`config.mk`:
```
export PLATFORM = sky130hd
export DESIGN_NAME = qmax_rmw_table_flat
export DESIGN_NICKNAME = d
export VERILOG_FILES = /design/src/rtl/qmax_rmw_table_if.sv /design/src/rtl/qmax_rmw_table.sv /design/src/flat_wrapper.sv
export SDC_FILE = /design/constraint.sdc
export NUM_CORES = 1
export LEC_CHECK = 0
export BUFFER_PORTS_ARGS = -buffer_cell sky130_fd_sc_hd__buf_2
export CORE_MARGIN = 1
export CORE_UTILIZATION = 31
export DETAILED_ROUTE_END_ITERATION = 7
export PLACE_DENSITY = 0.49
export SYNTH_ARGS = -nofsm -noshare
export SYNTH_HDL_FRONTEND = slang
export SYNTH_SLANG_ARGS = --single-unit
```
`constraint.sdc`:
```
create_clock -name i_clk -period 5 [get_ports i_clk]
set_input_delay 1.5 -clock i_clk [delete_from_list [all_inputs] [get_ports i_clk]]
set_output_delay 1.5 -clock i_clk [all_outputs]
set_load 0.01 [all_outputs]
```
`src/rtl/qmax_rmw_table_if.sv`:
```
// qmax_rmw_table_if
//   Bundles the clear control, update handshake and read port of the Q-max table.
//   master : Q-update datapath / policy side (drives requests, observes results)
//   slave  : qmax_rmw_table
//   Signals:
//     i_clear        request full-table clear
//     o_busy         clear sweep or drain in progress
//     i_upd_valid    update request valid
//     o_upd_ready    update accepted on valid & ready at the clock edge
//     i_upd_addr     state index to update
//     i_upd_data     candidate Q value
//     o_upd_done     one-cycle pulse when an update is committed
//     o_upd_changed  qualifies o_upd_done: stored value was replaced
//     i_rd_en        read request
//     i_rd_addr      read index
//     o_rd_valid     o_rd_data valid this cycle
//     o_rd_data      registered read data
interface qmax_rmw_table_if #(
   parameter int ADDR_WIDTH = 6,
   parameter int DATA_WIDTH = 8
);
   logic                  i_clear;
   logic                  o_busy;
   logic                  i_upd_valid;
   logic                  o_upd_ready;
   logic [ADDR_WIDTH-1:0] i_upd_addr;
   logic [DATA_WIDTH-1:0] i_upd_data;
   logic                  o_upd_done;
   logic                  o_upd_changed;
   logic                  i_rd_en;
   logic [ADDR_WIDTH-1:0] i_rd_addr;
   logic                  o_rd_valid;
   logic [DATA_WIDTH-1:0] o_rd_data;

   modport master (
      output i_clear, i_upd_valid, i_upd_addr, i_upd_data, i_rd_en, i_rd_addr,
      input  o_busy, o_upd_ready, o_upd_done, o_upd_changed, o_rd_valid, o_rd_data
   );

   modport slave (
      input  i_clear, i_upd_valid, i_upd_addr, i_upd_data, i_rd_en, i_rd_addr,
      output o_busy, o_upd_ready, o_upd_done, o_upd_changed, o_rd_valid, o_rd_data
   );
endinterface

```
`src/rtl/qmax_rmw_table.sv`:
```
// qmax_rmw_table
//   Per-state Q-max store. Each accepted update reads the stored value, keeps the
//   larger of stored and candidate, and writes it back one cycle later. A separate
//   registered read port serves the action-selection path. After reset, or on an
//   i_clear request, a sweep writes INIT_VAL to every entry.
//   Ports:
//     i_clk    clock, all state on rising edge
//     i_rst_n  asynchronous active-low reset
//     bus      qmax_rmw_table_if slave modport (clear, update handshake, read port)
module qmax_rmw_table #(
   parameter int                   ADDR_WIDTH = 6,
   parameter int                   DATA_WIDTH = 8,
   parameter int                   DEPTH      = 64,
   parameter int                   SIGNED     = 1,
   parameter logic [DATA_WIDTH-1:0] INIT_VAL  = '0
) (
   input logic               i_clk,
   input logic               i_rst_n,
   qmax_rmw_table_if.slave   bus
);

   localparam logic [1:0] ST_CLEAR = 2'd0;
   localparam logic [1:0] ST_RUN   = 2'd1;
   localparam logic [1:0] ST_DRAIN = 2'd2;

   localparam logic [ADDR_WIDTH-1:0] LAST_ADDR = ADDR_WIDTH'(DEPTH - 1);

   logic [DATA_WIDTH-1:0] mem [DEPTH];

   logic [1:0]            state;
   logic [ADDR_WIDTH-1:0] sweep_ptr;
   logic                  run;
   logic                  accept;

   logic                  s1_vld;
   logic [ADDR_WIDTH-1:0] s1_addr;
   logic [DATA_WIDTH-1:0] s1_cand;
   logic [DATA_WIDTH-1:0] s1_old;
   logic [DATA_WIDTH-1:0] s1_new;
   logic                  s1_gt;

   logic                  upd_done;
   logic                  upd_changed;
   logic                  rd_valid;
   logic [DATA_WIDTH-1:0] rd_data;

   function automatic logic in_range(input logic [ADDR_WIDTH-1:0] a);
      return int'({1'b0, a}) < DEPTH;
   endfunction

   function automatic logic greater(input logic [DATA_WIDTH-1:0] a,
                                    input logic [DATA_WIDTH-1:0] b);
      if (SIGNED != 0) return $signed(a) > $signed(b);
      return a > b;
   endfunction

   assign run    = (state == ST_RUN);
   assign accept = bus.i_upd_valid && bus.o_upd_ready;

   assign bus.o_upd_ready   = run && !bus.i_clear;
   assign bus.o_busy        = !run;
   assign bus.o_upd_done    = upd_done;
   assign bus.o_upd_changed = upd_changed;
   assign bus.o_rd_valid    = rd_valid;
   assign bus.o_rd_data     = rd_data;

   // S1: compare candidate against stored (or forwarded) value
   assign s1_gt  = greater(s1_cand, s1_old);
   assign s1_new = s1_gt ? s1_cand : s1_old;

   // Control: FSM, sweep pointer, pipeline valid, output flags and read port
   always_ff @(posedge i_clk or negedge i_rst_n) begin
      if (!i_rst_n) begin
         state       <= ST_CLEAR;
         sweep_ptr   <= '0;
         s1_vld      <= 1'b0;
         upd_done    <= 1'b0;
         upd_changed <= 1'b0;
         rd_valid    <= 1'b0;
         rd_data     <= '0;
      end else begin
         case (state)
            ST_CLEAR: begin
               if (sweep_ptr == LAST_ADDR) begin
                  state     <= ST_RUN;
                  sweep_ptr <= '0;
               end else begin
                  sweep_ptr <= sweep_ptr + 1'b1;
               end
            end
            ST_RUN: begin
               if (bus.i_clear) state <= ST_DRAIN;
            end
            ST_DRAIN: begin
               // the last S1 write lands on the RUN->DRAIN edge; restart the sweep
               state     <= ST_CLEAR;
               sweep_ptr <= '0;
            end
            default: begin
               state     <= ST_CLEAR;
               sweep_ptr <= '0;
            end
         endcase

         // out-of-range updates are accepted but never enter the pipe
         s1_vld      <= accept && in_range(bus.i_upd_addr);
         upd_done    <= s1_vld;
         upd_changed <= s1_vld && s1_gt;

         if (run && bus.i_rd_en) begin
            rd_valid <= 1'b1;
            rd_data  <= in_range(bus.i_rd_addr) ? mem[bus.i_rd_addr] : '0;
         end else begin
            rd_valid <= 1'b0;
         end
      end
   end

   // S0 -> S1: capture request and fetch the stored value
   always_ff @(posedge i_clk) begin
      if (accept) begin
         s1_addr <= bus.i_upd_addr;
         s1_cand <= bus.i_upd_data;
         // the S1 write landing on this same edge is not yet visible in mem
         if (s1_vld && (s1_addr == bus.i_upd_addr)) s1_old <= s1_new;
         else if (in_range(bus.i_upd_addr))         s1_old <= mem[bus.i_upd_addr];
         else                                       s1_old <= '0;
      end
   end

   // S1 -> memory: sweep write or committed max
   always_ff @(posedge i_clk) begin
      if (state == ST_CLEAR)  mem[sweep_ptr] <= INIT_VAL;
      else if (s1_vld)        mem[s1_addr]   <= s1_new;
   end

endmodule

```
`src/flat_wrapper.sv`:
```
// flat-port wrapper written by rule: the top's interface ports become plain ports
module qmax_rmw_table_flat 
#(
   parameter int                   ADDR_WIDTH = 6,
   parameter int                   DATA_WIDTH = 8,
   parameter int                   DEPTH      = 64,
   parameter int                   SIGNED     = 1,
   parameter logic [DATA_WIDTH-1:0] INIT_VAL  = '0
)
  (i_clk, i_rst_n, bus_i_clear, bus_i_upd_valid, bus_i_upd_addr, bus_i_upd_data, bus_i_rd_en, bus_i_rd_addr, bus_o_busy, bus_o_upd_ready, bus_o_upd_done, bus_o_upd_changed, bus_o_rd_valid, bus_o_rd_data);
  qmax_rmw_table_if #(.ADDR_WIDTH(ADDR_WIDTH), .DATA_WIDTH(DATA_WIDTH)) bus_i ();
  input logic i_clk;
  input logic i_rst_n;
  input wire logic [$bits(bus_i.i_clear)-1:0] bus_i_clear;
  input wire logic [$bits(bus_i.i_upd_valid)-1:0] bus_i_upd_valid;
  input wire logic [$bits(bus_i.i_upd_addr)-1:0] bus_i_upd_addr;
  input wire logic [$bits(bus_i.i_upd_data)-1:0] bus_i_upd_data;
  input wire logic [$bits(bus_i.i_rd_en)-1:0] bus_i_rd_en;
  input wire logic [$bits(bus_i.i_rd_addr)-1:0] bus_i_rd_addr;
  output wire logic [$bits(bus_i.o_busy)-1:0] bus_o_busy;
  output wire logic [$bits(bus_i.o_upd_ready)-1:0] bus_o_upd_ready;
  output wire logic [$bits(bus_i.o_upd_done)-1:0] bus_o_upd_done;
  output wire logic [$bits(bus_i.o_upd_changed)-1:0] bus_o_upd_changed;
  output wire logic [$bits(bus_i.o_rd_valid)-1:0] bus_o_rd_valid;
  output wire logic [$bits(bus_i.o_rd_data)-1:0] bus_o_rd_data;
  assign bus_i.i_clear = bus_i_clear;
  assign bus_i.i_upd_valid = bus_i_upd_valid;
  assign bus_i.i_upd_addr = bus_i_upd_addr;
  assign bus_i.i_upd_data = bus_i_upd_data;
  assign bus_i.i_rd_en = bus_i_rd_en;
  assign bus_i.i_rd_addr = bus_i_rd_addr;
  assign bus_o_busy = bus_i.o_busy;
  assign bus_o_upd_ready = bus_i.o_upd_ready;
  assign bus_o_upd_done = bus_i.o_upd_done;
  assign bus_o_upd_changed = bus_i.o_upd_changed;
  assign bus_o_rd_valid = bus_i.o_rd_valid;
  assign bus_o_rd_data = bus_i.o_rd_data;
  qmax_rmw_table #(.ADDR_WIDTH(ADDR_WIDTH), .DATA_WIDTH(DATA_WIDTH), .DEPTH(DEPTH), .SIGNED(SIGNED), .INIT_VAL(INIT_VAL)) u_core (.i_clk(i_clk), .i_rst_n(i_rst_n), .bus(bus_i));
endmodule
```
### Word-level counts from Yosys, hierarchy flattened

Memories as Yosys holds them, arrays and structs flattened. A register that Yosys moved wholly into a read port is not among the register bits.
Index checks and enable logic that the tools add are counted.

* bits in registers: 26
* RAM bits: 512
* output and inout bits: 13
* word-level logic and storage cells: 40
* memories kept: 1

Memory list
* u_core.mem: words 64, bits a word 8, rd ports 2, clocked after Yosys merged registers in 2, wr ports 1, line qmax_rmw_table.sv:28 `logic [DATA_WIDTH-1:0] mem [DEPTH];`

* add/subtract/negate cells: 1
* order comparisons: 1
* eq/ne operators: 4
* muxes and demuxes: 15
* reductions and logical operators: 10

Operator list (count)
* $mux W8: 2
* $mux W6: 2
* $pmux W6 S2: 1
* $gt A8 B8 Y1: 1
* $reduce_or A8 Y1: 1
* $mux W1: 7
* $add A6 B1 Y6 const B: 1
* $eq A6 B6 Y1 const B: 1
* $logic_and A1 B1 Y1: 4
* $mux W2: 2
* $pmux W2 S2: 1
* $logic_not A1 Y1: 3
* $eq A2 B1 Y1 const B: 1
* $logic_not A2 Y1: 1
* $ne A2 B1 Y1 const B: 1
* $ne A2 B2 Y1 const B: 1
* $reduce_and A2 Y1: 1

### Depth between registers and ports, before layout

Gate-level depths: netlist of run 1.

* word-level depth: 5
* mapped depth: 12
* mapped depth without buffers: 9

### Worst setup path after synthesis of run 1

OpenSTA, ideal clock, no wires.

* path type: register to register
* start point: reg u_core.s1_cand[1]
* end point: mem u_core.mem[0][0] (data pin)
* setup time: 553 ps
* data arrival time: 3529 ps
* required time: 4447 ps
* path slack: 918 ps
* cell stages (with the launch flop): 8
* buffers on the path: 0
* period minus slack after synthesis: 4082 ps
* path through: edfxtp_1 ha_1 nor2b_1 o211ai_1 a21boi_0 nor4_1 a221oi_1 a21oi_1

* cells in the longest elaborated chain, start to end: 3

RTL lines
* from (decl): line qmax_rmw_table.sv:37 `logic [DATA_WIDTH-1:0] s1_cand;`
* from (signal assigned): line qmax_rmw_table.sv:123 `s1_cand <= bus.i_upd_data;`
* $gt A8 B8 Y1: line qmax_rmw_table.sv:53 `if (SIGNED != 0) return $signed(a) > $signed(b);`
* $mux W8: line qmax_rmw_table.sv:69 `assign s1_new = s1_gt ? s1_cand : s1_old;`
* $mux W8 (no line)
* to (decl): line qmax_rmw_table.sv:28

No other way between the ends.

==> results.toml, run 1 <==
[power_and_ir_drop]
intPower_mw = 8.61
pwr-share-clk_pct = 38.9
power.total_mw = 11.8
power_switching_mw = 3.14
seq_power_share_pct = 47.2
p_leak_nw = 10.4
irDropWorstVdd_mv = 0.217
power.density_nw_per_um2 = 385
power_frac_comb_pct = 13.9
swShare_pct = 26.7

[place]
gp_congestion = 0.897
dpl.hpwl_mm = 56.2
port_buffers = 37
pre_cts_ws_ns = 0.586
dp.cells = 2616
placed_cell_area_um2 = 28500

[synth]
synth_edf_count = 534
yosysUniqueCellTypes = 53
synthesis.area_um2 = 26300
synth_cells = 1433
synth_flop_cell = "edfxtp_1"
yosysTopAreaCell = "edfxtp_1"
syn_nets = 1467
synthTopCellsByArea = "edfxtp_1 (61%), mux4_2 (22%), mux2i_1 (2.6%)"
async_reset_ff_share_pct = 3.61
synth_common_cells = "edfxtp_1 (534), mux4_2 (260), nor2_1 (90)"
synth_top_family_by_area = "multiplexers"
synth_mux_area_share_pct = 26.0
synth_top_cell_area_share_pct = 60.9
synth_most_common_cell = "edfxtp_1"
synth_compound_area_share_pct = 4.63
ys_seq_area_share_pct = 62.8
synth-xor-area-share_pct = 0.266
synth-adder-area-share_pct = 0.428
syn_avg_cell_area_um2 = 18.4
synthSimpleGateAreaFrac_pct = 3.71
ys_warn_count = 0
ys_seq_elements = 554

[route]
wl_per_cell_um = 30.3
wl_mm = 82.6
antenna_left = 0
viasPerCell = 5.62
dr.pass1.iters = 7
drt_iter0_markers = 1600
drc = 0
vias = 15300

[timing]
slew_violations = 0
setup_slack_ns = 1.13
hold_viol_final = 0
whs_ns = 0.500
slew_headroom_pct = 31.3
rsz0062_at_grt = "no"
worst_pin_slew_ns = 1.03
finClkSkew_ns = 0.0363
min_period_ns = 3.87
tns_ns = 0
fmax_mhz = 258
setup_viol = 0
post-route-period-util_pct = 77.4

[clocking]
clock_path_buffers = 3
cts_tree = "done"
cts_made_buffers = 66
post-cts-setup-buffer-count = 0
cts_max_level = 3
clock_latency_ns = 0.62
clk_pin_slew_ns = 0.06
hold_buffers = 0
root_buffer = "clkbuf_16"
numClockSinks = 554
postCtsResizedCells = 0

[final_layout]
fin_util_pct = 36.4
post-route-cell-area_um2 = 30500
finalNonFillerCells = 2730
multi_input_area_um2 = 9300
fill_cells = 7802
drive_gt1_share_pct = 32.6
synthToLayoutAreaGrowth_pct = 15.9
diodes = 0
register_area_um2 = 16500
fin_nets = 1584

[floorplan]
core_um2 = 83800
fp.dieW_um = 293
dieArea_um2 = 86100
io_pins = 38
num_rows = 106
die_h_um = 293
initial_utilization_pct = 31.4

[critical_path]
critPathCaptureType = "flop"
cp-start-kind = "input pin"
cp_max_fo = 35
cp.arrival_ns = 4.23
crit_required_ns = 5.36
critPathKind = "input pin to flop"
r2r_slack_ns = 1.31

[global_route]
grt_pass1_vias = 15400
grt_pass1_wl_mm = 117
globalRouteOverflowTotal = 0
antenna_found_initial = 2
grt_max_degree = 66
grtUsageTotal_pct = 19.2

[outcome]
status = "complete, no violations"

[run]
max_cap_viol_count = 0

[min_path]
hold_path_class = "flop to flop"
## cells in the final DEF, fill, tap and decap left out, drive strengths merged, types with 6 or more instances in the layout
master	n
clkinv	25
dfrtp	20
a22o	12
clkbuf	82
nor2	90
ha	9
mux2i	69
o21ai	33
buf	148
mux4	266
a22oi	25
mux2	12
nand2b	6
o22ai	9
nor3	12
inv	21
nor2b	17
a2111oi	16
xor2	6
nand3	15
edfxtp	534
o31ai	7
a21oi	29
a221oi	16
nand2	62
## routing by layer
metal | global-route usage, % | wire [um] | share of wire [%]
met1 | 26.3 | 34800 | 42
met2 | 30.5 | 38900 | 47
met3 | 4.37 | 6600 | 8.0
met4 | 5.78 | 2230 | 2.7
met5 | 0 | 9 | 0.011
## state kept, by name, indices dropped and copies added, names as in the netlist
| signal | count |
|---|---|
| u_core.s1_old | 8 |
| u_core.s1_cand | 8 |
| u_core.s1_addr | 6 |
| u_core.s1_vld | 1 |
| u_core.state | 2 |
| u_core.mem | 512 |
| u_core.bus.o_rd_data | 8 |
| u_core.bus.o_upd_changed | 1 |
| u_core.sweep_ptr | 6 |
| u_core.bus.o_rd_valid | 1 |
| u_core.bus.o_upd_done | 1 |
## power by group through the flow
stage | combinational (mW) | clock, mW | sequential (mW)
after floorplan | 0.978 | 0 | 5.54
after global routing | 1.73 | 4.82 | 5.58
final | 1.63 | 4.57 | 5.55
after CTS | 1.64 | 4.66 | 5.54
after detailed placement | 1.63 | 0 | 5.64
after global placement | 1.62 | 0 | 5.63
## final timing paths
kind / from / to / depth (start not counted)
worst max register to register: u_core.s1_old[1] / u_core.mem[20][6] / 10
worst max-delay path: bus_i_upd_addr[0] / u_core.s1_old[6] / 9
min in group asynchronous: i_rst_n / u_core.bus.o_rd_data[4] / 1
worst min register to register: u_core.bus.o_rd_data[1] / u_core.bus.o_rd_data[1] / 2
max in group asynchronous: i_rst_n / u_core.sweep_ptr[2] / 1
worst min-delay path: u_core.bus.o_rd_data[1] / u_core.bus.o_rd_data[1] / 2
## cell families after synthesis
logic type | count (synthesis)
muxes | 347
buffers and inverters | 119
adders and majority gates | 9
xor gates and xnor gates | 8
DFF | 554
AOI/OAI and AO/OA | 174
and+or+nand+nor | 222
## worst max-delay path, stage by stage
cell	delay (ns)
buf_8	0.29
buf_12	0.34
buf_4	0.32
buf_4	0.29
mux2i_1	0.25
a22oi_1	0.20
a21boi_0	0.50
o31ai_1	0.15
mux2_2	0.29
## final cells by class
| cell class | count | area share (%) |
|---|---|---|
| Clock buffer | 81 | 5.81 |
| Timing Repair Buffer | 149 | 3.86 |
| Clock inverter | 33 | 0.787 |
| Multi-Input combinational cell | 760 | 30.5 |
| Tap cell | 1134 | 4.65 |
| Sequential cell | 554 | 54.2 |
| Inverter | 19 | 0.234 |
No activity file was read; power rests on OpenSTA's default activity.
==> inputs of run 2 (changes only) <==
- PLACE_DENSITY: 0.49 -> 0.51
- clock period: 5 -> 3.1 ns (I/O delays scaled with it)
==> results.toml, run 2 (synthesized netlist as in run 1, its figures left out) <==
[final_layout]
largest-register = "u_core.mem"
drive_gt1_share_pct = 38.3
fin_nets = 1711
largest_reg_flops = 512
finalNonFillerCells = 2860
final_cell_mix = "edfxtp_1 (534), mux4_2 (260), buf_4 (205), nor2_1 (86), mux2i_1 (68)"
fill_cells = 7683
final_common_cell = "edfxtp_1"
fin_util_pct = 37.9
synthToLayoutAreaGrowth_pct = 20.7

[critical_path]
max_stage_delay_ns = 0.76
path_common_cell = "nand2_1"
r2r_slack_ns = 0.11
path_buf_inv = 1
cp_slowest_cell = "o31ai_1"
worstSetupPathDepth = 6
cp_max_fo = 11
cp_top_family = "simple AND/OR/NAND/NOR gates"
critPathCaptureType = "flop"
critPathKind = "flop to flop"
crit_path_cell_trace = "or2_2, nand2_1, o31ai_1, nand2_1, nor2_1, buf_4"
reg2reg_depth = 6
cp.arrival_ns = 3.31
cp-start-kind = "flop"
crit_required_ns = 3.42

[global_route]
antenna_found_initial = 0
grt_max_degree = 41
grtUsageTotal_pct = 19.1
grt_pass1_wl_mm = 118
grt_pass1_vias = 16000
globalRouteOverflowTotal = 0

[timing]
min_period_ns = 2.99
slew_violations = 0
finClkSkew_ns = 0.0195
rsz0062_at_grt = "no"
hold_viol_final = 0
worst_pin_slew_ns = 0.810
tns_ns = 0
slew_headroom_pct = 45.6
setup_viol = 0
fmax_mhz = 334
post-route-period-util_pct = 96.6

[route]
antenna_left = 0
dr.pass1.iters = 5
drt_iter0_markers = 1688
drc = 0
wl_per_cell_um = 28.6
wl_mm = 81.9
viasPerCell = 5.53
vias = 15800

[power_and_ir_drop]
power.density_nw_per_um2 = 589
irDropWorstVdd_mv = 0.388
power_frac_comb_pct = 15.9
power_switching_mw = 5.08
pwr-share-clk_pct = 36.3
p_leak_nw = 11.1
swShare_pct = 27.1
seq_power_share_pct = 47.8
intPower_mw = 13.6

[floorplan]
dieArea_um2 = 86100
core_um2 = 83800
num_rows = 106
die_h_um = 293
io_pins = 38
initial_utilization_pct = 31.4
fp.dieW_um = 293

[run]
max_cap_viol_count = 0

[clocking]
post-cts-setup-buffer-count = 0
cts_max_level = 2
clk_pin_slew_ns = 0.07
numClockSinks = 554
cts_made_buffers = 58
clock_latency_ns = 0.62
root_buffer = "clkbuf_16"
cts_tree = "done"
clock_path_buffers = 3

[place]
dp.cells = 2751
gp_congestion = 0.903
port_buffers = 37
dpl.hpwl_mm = 59.0

[min_path]
hold_path_class = "input pin to async pin"

[outcome]
status = "complete, no violations"
==> run 2: changes by cell type in the layout (fill, tap and decap cells not counted), sizes merged <==
| cell | before | now |
|---|---|---|
| clkinv | 25 | 27 |
| clkinvlp | 3 | 10 |
| diode | 0 | 2 |
| clkbuf | 82 | 67 |
| inv | 21 | 20 |
| buf | 148 | 283 |
==> run 2: cell type report <==
type / instances / area (um^2) / share of cell area, %
antenna: 2 / 5.00 / 0.0157
clock buffer: 66 / 1550 / 4.86
clock inverter: 41 / 299 / 0.941
inverter: 19 / 71.3 / 0.224
multi-input combinational: 760 / 9310 / 29.3
sequential: 554 / 16500 / 52.0
tap: 1134 / 1420 / 4.46
timing repair buffer: 284 / 2610 / 8.20
==> run 2: power groups by stage <==
stage	clock network (mW)	logic (mW)	registers [mW]
floorplan	0	1.58	8.94
global placement	0	2.92	9.08
detailed placement	0	2.94	9.09
CTS	6.95	2.95	8.93
global route	7.22	3.13	8.98
finish	6.80	2.98	8.94
==> run 2: worst paths after layout <==
check                                        end              start
hold reg to reg            u_core.bus.o_upd_done      u_core.s1_vld
hold / removal             u_core.bus.o_upd_done            i_rst_n
max in group asynchronous    u_core.sweep_ptr[3]            i_rst_n
min in group i_clk             u_core.s1_cand[5]  bus_i_upd_data[5]
setup / recovery                u_core.mem[8][4]    u_core.state[1]
setup reg to reg                u_core.mem[8][4]    u_core.state[1]
==> run 2: layer usage <==
metal  wire, um  vias to the layer above  track usage (%)
li1           -                     6571                -
met1      35400                     8490             27.0
met2      38900                      643             30.5
met3       5470                      117             2.87
met4       2260                        0             5.55
met5          0                        -                0
==> run 2: repair_timing <==
action | 4_1_cts | 5_1_grt
gates resized for setup | 0 | 5
setup endpoints to repair | 0 | 242
hold buffers | 0 | 0
==> run 2: per-stage QoR <==
step / hold WS (ns) / power, mW / cell area, um^2 / worst slack (ns)
finish: 0.258 / 18.7 / 31800 / 0.107
global route: 0.276 / 19.3 / 31800 / 0.0147
CTS: 0.242 / 18.8 / 31800 / 0.0315
detailed placement: 0.488 / 12.0 / 29900 / -0.373
global placement: 0.493 / 12.0 / 29900 / -0.345
floorplan: 0.424 / 10.5 / 26400 / 0.0254
